$ cat config.mk
export PLATFORM = sky130hd
export DESIGN_NAME = alu_result_fifo
export DESIGN_NICKNAME = d
export VERILOG_FILES = /design/src/rtl/alu_result_fifo.sv
export SDC_FILE = /design/constraint.sdc
export NUM_CORES = 1
export LEC_CHECK = 0
export ABC_CLOCK_PERIOD_IN_PS = 5900
export BUFFER_PORTS_ARGS = -buffer_cell sky130_fd_sc_hd__buf_2
export CAP_MARGIN = 10
export CORE_ASPECT_RATIO = 2
export CORE_MARGIN = 1
export CORE_UTILIZATION = 25
export CTS_CLUSTER_DIAMETER = 30
export DETAILED_ROUTE_END_ITERATION = 8
export SLEW_MARGIN = 20
export SYNTH_ARGS = -nofsm -noshare
export SYNTH_HDL_FRONTEND = slang
export SYNTH_SLANG_ARGS = --single-unit
$ cat constraint.sdc
create_clock -name clk -period 5.9 [get_ports clk]
set_clock_uncertainty 0.2 [all_clocks]
set_input_delay 1.18 -clock clk [delete_from_list [all_inputs] [get_ports clk]]
set_output_delay 1.18 -clock clk [all_outputs]
set_load 0.02 [all_outputs]
$ cat src/rtl/alu_result_fifo.sv
// Result/flag capture FIFO behind the 4-bit ALU core: edge-triggered push/pop strobes, sticky overflow.
// Optional macro RESBUF_DROP_OLDEST_EN: a push into a full FIFO overwrites the oldest entry instead of being dropped.
module alu_result_fifo #(
    parameter int DEPTH = 4
) (
    input  logic                       clk,
    input  logic                       rst_n,
    input  logic                       ena,
    input  logic [7:0]                 res_in,
    input  logic                       carry_in,
    input  logic                       zero_in,
    input  logic                       push_req,
    input  logic                       pop_req,
    input  logic                       ovf_clr,
    output logic [7:0]                 rd_data,
    output logic                       rd_carry,
    output logic                       rd_zero,
    output logic                       empty,
    output logic                       full,
    output logic [$clog2(DEPTH):0]     count,
    output logic                       ovf
);

    localparam int AW = $clog2(DEPTH);
    localparam int CW = AW + 1;

    logic [9:0]    storage [DEPTH];
    logic [AW-1:0] wr_ptr;
    logic [AW-1:0] rd_ptr;
    logic          push_prev;
    logic          pop_prev;

    logic          push_ev;
    logic          pop_ev;
    logic          do_write;
    logic          adv_rd;
    logic          cnt_inc;
    logic          cnt_dec;
    logic          set_ovf;
    logic [9:0]    head;

    assign push_ev = push_req & ~push_prev & ena;
    assign pop_ev  = pop_req & ~pop_prev & ena;

    assign empty = (count == CW'(0));
    assign full  = (count == CW'(DEPTH));

    // Strobe history is tracked even while disabled, so an edge seen during ena=0 is consumed.
    always_ff @(posedge clk or negedge rst_n) begin
        if (!rst_n) begin
            push_prev <= 1'b0;
            pop_prev  <= 1'b0;
        end else begin
            push_prev <= push_req;
            pop_prev  <= pop_req;
        end
    end

    always_comb begin
        do_write = 1'b0;
        adv_rd   = 1'b0;
        cnt_inc  = 1'b0;
        cnt_dec  = 1'b0;
        set_ovf  = 1'b0;
        if (push_ev && pop_ev) begin
            do_write = 1'b1;
            if (empty) begin
                cnt_inc = 1'b1;
            end else begin
                // When full, wr_ptr == rd_ptr: the write lands in the slot being popped.
                adv_rd = 1'b1;
            end
        end else if (push_ev) begin
            if (!full) begin
                do_write = 1'b1;
                cnt_inc  = 1'b1;
            end else begin
                set_ovf = 1'b1;
`ifdef RESBUF_DROP_OLDEST_EN
                do_write = 1'b1;
                adv_rd   = 1'b1;
`endif
            end
        end else if (pop_ev && !empty) begin
            adv_rd  = 1'b1;
            cnt_dec = 1'b1;
        end
    end

    always_ff @(posedge clk or negedge rst_n) begin
        if (!rst_n) begin
            wr_ptr <= '0;
            rd_ptr <= '0;
            count  <= '0;
        end else begin
            if (do_write) begin
                wr_ptr <= wr_ptr + AW'(1);
            end
            if (adv_rd) begin
                rd_ptr <= rd_ptr + AW'(1);
            end
            if (cnt_inc) begin
                count <= count + CW'(1);
            end else if (cnt_dec) begin
                count <= count - CW'(1);
            end
        end
    end

    // Storage carries no reset; empty gating hides stale contents.
    always_ff @(posedge clk) begin
        if (do_write) begin
            storage[wr_ptr] <= {carry_in, zero_in, res_in};
        end
    end

    always_ff @(posedge clk or negedge rst_n) begin
        if (!rst_n) begin
            ovf <= 1'b0;
        end else if (set_ovf) begin
            ovf <= 1'b1;
        end else if (ovf_clr && ena) begin
            ovf <= 1'b0;
        end
    end

    assign head     = empty ? 10'd0 : storage[rd_ptr];
    assign rd_carry = head[9];
    assign rd_zero  = head[8];
    assign rd_data  = head[7:0];

endmodule

==> run_results.csv, run 1 <==
group,metric,value,unit
floorplanning,core-area,0.00800,mm²
floorplanning,dieArea,0.00870,mm²
logic_synthesis,syn_nets,131,
route,vias,1026,
logic_synthesis,netlist_instances,110,
sta,worst_slack,2.51,ns
logic_synthesis,synthMuxAreaShare,11.6,%
logic_synthesis,syn_area,0.00208,mm²
logic_synthesis,ys_ff_latch,50,
power,p_leak,0.000915,µW
final_layout,stdcell_area,0.00251,mm²
clock_tree,cts_resized,0,
sta,hold_violations,0,
critical_path,crit_type,"reg2out",
logic_synthesis,synth_cell_types,25,
floorplanning,start_util,26.0,%
logic_synthesis,synth_xor_area_share,2.53,%
global_route,grt_overflow,0,
route,drt-total-wl,3.53,mm
final_layout,layout_commonest_cell,"edfxtp_1",
route,drc,0,
clock_tree,numCtsBuffers,5,
critical_path,worst_ep_required_time,4.52,ns
clock_tree,cts_hold_buf,0,
logic_synthesis,synth_top_family_by_area,"multiplexers",
clock_tree,postCtsSetupBuffers,0,
logic_synthesis,synth_compound_area_share,2.83,%
run_status,status,"complete, no violations",
route,ant_nets,0,
logic_synthesis,postSynthAreaPerCell,18.9,µm²
logic_synthesis,yosys.area_share.adder,3.01,%
route,wl_per_cell,14.5,µm
critical_path,worst_setup_path_end_kind,"output pin",
sta,slew_headroom,50.6,%
logic_synthesis,synth_seq_area_share,69.9,%
placement,post_dp_cell_area,0.00234,mm²
global_route,grt_pass1_vias,1126,
sta,finalCritPeriodShare,57.4,%
clock_tree,clock_path_buffers,2,
floorplanning,rows,46,
critical_path,path_max_fanout,12,
logic_synthesis,synth-edff-count,40,
logic_synthesis,yosys_warnings,0,
sta,setup-tns-final,0,ns
global_route,antenna_found_initial,0,
min_path,holdCritPathClass,"reg2reg",
final_layout,antenna_cells,0,
sta,fmax,0.295,GHz
critical_path,worst_setup_path_start_kind,"register",
placement,gp_congestion,0.676,
placement,port_buffers,31,
logic_synthesis,synth_simple_gate_area_share,9.04,%
floorplanning,pin_count,32,
clock_tree,clk_root_buffer_cell,"clkbuf_16",
critical_path,slowest_stage,"dfrtp_1",
sta,drv_slew,0,
route,firstDrtPassIters,4,
logic_synthesis,synth_top_flop_cell,"edfxtp_1",
global_route,grt_pass1_wl,5.63,mm
clock_tree,path_clk_slew,0.06,ns
logic_synthesis,async_flop_share,20.0,%
clock_tree,cts_tree,"yes",
placement,dpl_worst_slack,2.73,ns
clock_tree,insertion_delay,0.28,ns
critical_path,cp_cell_sequence,"mux4_2, nor2b_1, buf_2",
route,viasPerCell,4.22,
power,p_per_area,465,mW/mm²
final_layout,drive_above_1_share,38.8,%
sta,worst_slew_pin_slew,0.741,ns
global_route,grt_usage,9.05,%
sta,post-route-min-period,3.39,ns
flow_run,drv_cap,0,
final_layout,area_delta_synth_final,20.7,%
floorplanning,die-width,66.5,µm
clock_tree,cts.sinks,50,
route,drtIter0Drc,19,
critical_path,cp.arrival,2.01,ns
final_layout,nNetsFinal,167,
final_layout,final_cell_mix,"40 x edfxtp_1, 31 x buf_2, 10 x mux4_2, 10 x dfrtp_1, 9 x nor2b_1",
sta,grt_setup_unrepaired,"no",
critical_path,cp_slowest_stage_delay,0.82,ns
floorplanning,fp.dieH,131,µm
clock_tree,h-tree-depth,2,
power,ir_drop,0.262,mV
sta,setup_viol,0,
placement,hpwlAfterDp,2.54,mm
global_route,grt_max_degree,15,
[worst paths after layout]
check                           from    endpoint  slack (ns)  cells past startpoint
setup / recovery           rd_ptr[0]  rd_data[3]        2.51                      3
min in group asynchronous      rst_n    pop_prev        0.55                      1
setup reg to reg            count[1]    count[2]        3.74                      9
hold / removal                   ovf         ovf        0.30                      2
hold reg to reg                  ovf         ovf        0.30                      2
max in group asynchronous      rst_n   wr_ptr[0]        4.74                      1
[layout make-up]
cell class / instances / area [µm²]
Fill cell: 767 / 5490
Sequential cell: 50 / 1450
Multi-Input combinational cell: 55 / 602
Timing Repair Buffer: 32 / 163
Clock buffer: 7 / 133
Tap cell: 96 / 120
Clock inverter: 1 / 30.0
Inverter: 2 / 7.51
[cells in the mapped netlist (2+ instances only)]
master	n	share of area, %
xnor2_1	5	2.1
inv_1	2	0.36
ha_1	5	3.0
nor2_1	2	0.36
dfrtp_1	10	12
edfxtp_1	40	58
o21ai_1	2	0.48
mux4_2	10	11
and2_1	4	1.2
nand2_1	6	1.1
nor2b_1	9	2.7
a21oi_4	2	1.6
[power breakdown]
| group | total [µW] | internal (µW) | switching [µW] |
|---|---|---|---|
| sequential | 493 | 423 | 70.0 |
| clock | 311 | 200 | 111 |
| combinational | 362 | 176 | 187 |
[flip-flops by register name, summed over array words and instances, names as in the netlist]
register and cells:
count 3, push_prev 1, storage 40, ovf 1
pop_prev 1, wr_ptr 2, rd_ptr 2
[logic make-up after synthesis]
group | after synthesis
XOR/XNOR | 6
AND/OR/NAND/NOR | 28
AO/OA/AOI/OAI | 5
multiplexers | 11
buffers and inverters | 5
adder cells (fa/ha/maj) | 5
flip-flops | 50
[metal layers]
metal	GRT usage, %	part of all wire, %	wire length (µm)
met1	9.37	38	1340
met2	16.8	57	2000
met3	2.26	4.0	142
met4	3.75	1.3	46
met5	0	0	0
[stage by stage]
step	hold slack [ns]	cells	total power [µW]	utilization (%)
3_3_place_gp	0.283	235	868	29.3
3_5_place_dp	0.300	235	878	29.3
2_1_floorplan	0.362	110	759	-
4_1_cts	0.317	243	1190	31.3
5_1_grt	0.342	243	1230	31.3
6_report	0.302	243	1170	31.3
[worst max-delay path: cells and delay by family, from the launching register on]
kind                   cells  cell delay (ns)
and+or+nand+nor            1             0.15
buffers and inverters      1             0.16
muxes                      1             0.59
DFF                        1             0.82
Note: power is estimated with default switching activity, not from simulation.
==> inputs of run 2 (changes only) <==
Settings changed: ABC_CLOCK_PERIOD_IN_PS 5900 to 2950.
Clock period 5.9 ns to 2.95 ns, I/O delays scaled along.
==> run 2 against run 1 <==
Against the previous run:
- sequential share of layout area rose by 0.20 points
- sequential power rose by 93%
- first-iteration DRC count fell by 21%
- global-route usage rose by 0.34 points
- die area did not move
- hold slack got worse by 0.069 ns
- register-to-register slack got worse by 3.0 ns
- clock power rose by 71%
- setup slack got worse by 2.2 ns
- clock-buffer cell count did not move
- routed wire length rose by 2.2%
- critical path depth rose by 1
==> run_results.csv, run 2 (synthesized netlist as in run 1, its figures left out) <==
group,metric,value,unit
floorplanning,pin_count,32,
sta,slew_headroom,63.0,%
final_layout,final_util,31.2,%
clock_tree,clock_path_buffers,2,
critical_path,path_max_fanout,10,
final_layout,final_cell_mix,"40 x edfxtp_1, 31 x buf_2, 10 x mux4_2, 10 x dfrtp_1, 9 x nor2b_1",
power,p_total,2260,µW
sta,post-route-min-period,2.62,ns
clock_tree,clk_root_buffer_cell,"clkbuf_16",
min_path,holdCritPathClass,"in2reg",
final_layout,top_regs,"storage: 40 flops, count: 3 flops",
final_layout,antenna_cells,0,
clock_tree,cts.sinks,50,
route,viasPerCell,4.22,
route,drt-total-wl,3.60,mm
final_layout,largest-register,"storage",
global_route,grt_max_degree,15,
flow_run,drv_cap,0,
power,p_per_area,906,mW/mm²
route,wl_per_cell,14.7,µm
critical_path,reg2reg_from,"count[0]",
critical_path,worst_ep_required_time,2.16,ns
clock_tree,numCtsBuffers,5,
global_route,grt_usage,9.39,%
power,p_leak,0.000911,µW
route,drtIter0Drc,15,
placement,gp_congestion,0.734,
sta,worst_slew_pin_slew,0.555,ns
sta,hold_violations,0,
global_route,antenna_found_initial,0,
floorplanning,rows,46,
clock_tree,h-tree-depth,2,
sta,setup-tns-final,0,ns
route,vias,1034,
critical_path,worst_setup_path_start_kind,"register",
final_layout,drive_above_1_share,38.3,%
clock_tree,postCtsSetupBuffers,0,
floorplanning,core-area,0.00800,mm²
final_layout,nNetsFinal,169,
critical_path,slowest_stage,"mux4_2",
placement,hpwlAfterDp,2.68,mm
final_layout,layout_commonest_cell,"edfxtp_1",
final_layout,stdcell_area,0.00250,mm²
critical_path,cp_slowest_stage_delay,0.55,ns
floorplanning,dieArea,0.00870,mm²
route,drc,0,
run_status,status,"complete, no violations",
sta,finalCritPeriodShare,88.8,%
critical_path,worst_setup_path_end_kind,"output pin",
route,firstDrtPassIters,4,
min_path,holdPathStages,1,
critical_path,cp_cell_sequence,"buf_4, mux4_2, nor2b_1, buf_2",
clock_tree,cts_tree,"yes",
sta,holdWs,0.233,ns
route,ant_nets,0,
min_path,worstHoldStart,"push_req",
global_route,grt_overflow,0,
sta,drv_slew,0,
critical_path,cpLargestDelayFamily,"multiplexers",
floorplanning,fp.dieH,131,µm
floorplanning,start_util,26.0,%
min_path,hold_end,"push_prev",
final_layout,area_delta_synth_final,20.2,%
placement,post_dp_cell_area,0.00235,mm²
critical_path,r2r_slack,0.76,ns
clock_tree,path_clk_slew,0.06,ns
sta,fmax,0.382,GHz
critical_path,ff2ff_path_depth,8,
placement,port_buffers,31,
global_route,grt_pass1_wl,5.82,mm
clock_tree,insertion_delay,0.28,ns
critical_path,crit_buf_inv,2,
floorplanning,die-width,66.5,µm
global_route,grt_pass1_vias,1100,
power,ir_drop,0.545,mV
critical_path,cp.arrival,1.83,ns
sta,grt_setup_unrepaired,"no",
final_layout,largest_reg_flops,40,
critical_path,crit_type,"reg2out",
sta,setup_viol,0,
critical_path,r2r-end,"count[2]",
[run 2: cell count changes in the layout (fill, tap and decap cells not counted)]
cell	delta
bufinv_16	-1
dlygate4sd3_1	+1
buf_4	+1
clkinv_1	+1
[run 2: worst reg2reg max path: cells and delay by family (launching register included)]
kind	cells	cell delay (ns)
AND/OR/NAND/NOR	4	0.83
flip-flops	1	0.46
XOR/XNOR	2	0.30
adder cells (fa/ha/maj)	1	0.22
AO/OA/AOI/OAI	1	0.07
[run 2: layout make-up]
cell class | count | area (µm²)
Clock buffer | 7 | 133
Fill cell | 782 | 5500
Sequential cell | 50 | 1450
Inverter | 2 | 7.51
Clock inverter | 1 | 3.75
Timing Repair Buffer | 34 | 180
Multi-Input combinational cell | 55 | 602
Tap cell | 96 | 120
[run 2: timing repair]
item                                   4_1_cts  5_1_grt
hold buffers                                 1        0
resized for setup                            0        0
endpoints found under the hold margin       10        0
[run 2: power by group]
group	leakage, µW	switching [µW]	internal (µW)
registers	0.000481	103	847
clock network	0.0000655	219	312
logic	0.000365	420	360
[run 2: worst max-delay path by stage]
stage | slack [ns] | cells past startpoint | from | to
3_5_place_dp | 0.54 | 4 | ena | storage[1][0]
4_1_cts | 0.27 | 4 | rd_ptr[0] | rd_data[5]
3_3_place_gp | 0.56 | 4 | ena | storage[1][0]
5_1_grt | 0.22 | 4 | rd_ptr[0] | rd_data[5]
6_report | 0.33 | 4 | rd_ptr[0] | rd_data[5]
2_1_floorplan | 0.69 | 3 | count[0] | rd_carry
[run 2: per-layer routing]
metal	global-route usage [%]	vias to the layer above	routed length [µm]
li1	-	489	-
met1	10.3	511	1380
met2	17.3	29	2000
met3	2.26	5	178
met4	3.00	0	41
met5	0	-	0
[run 2: metrics by stage]
stage / setup WS [ns] / cells
final: 0.329 / 245
after floorplan: 0.686 / 110
after global placement: 0.556 / 236
after global routing: 0.224 / 245
after detailed placement: 0.544 / 236
after CTS: 0.271 / 245
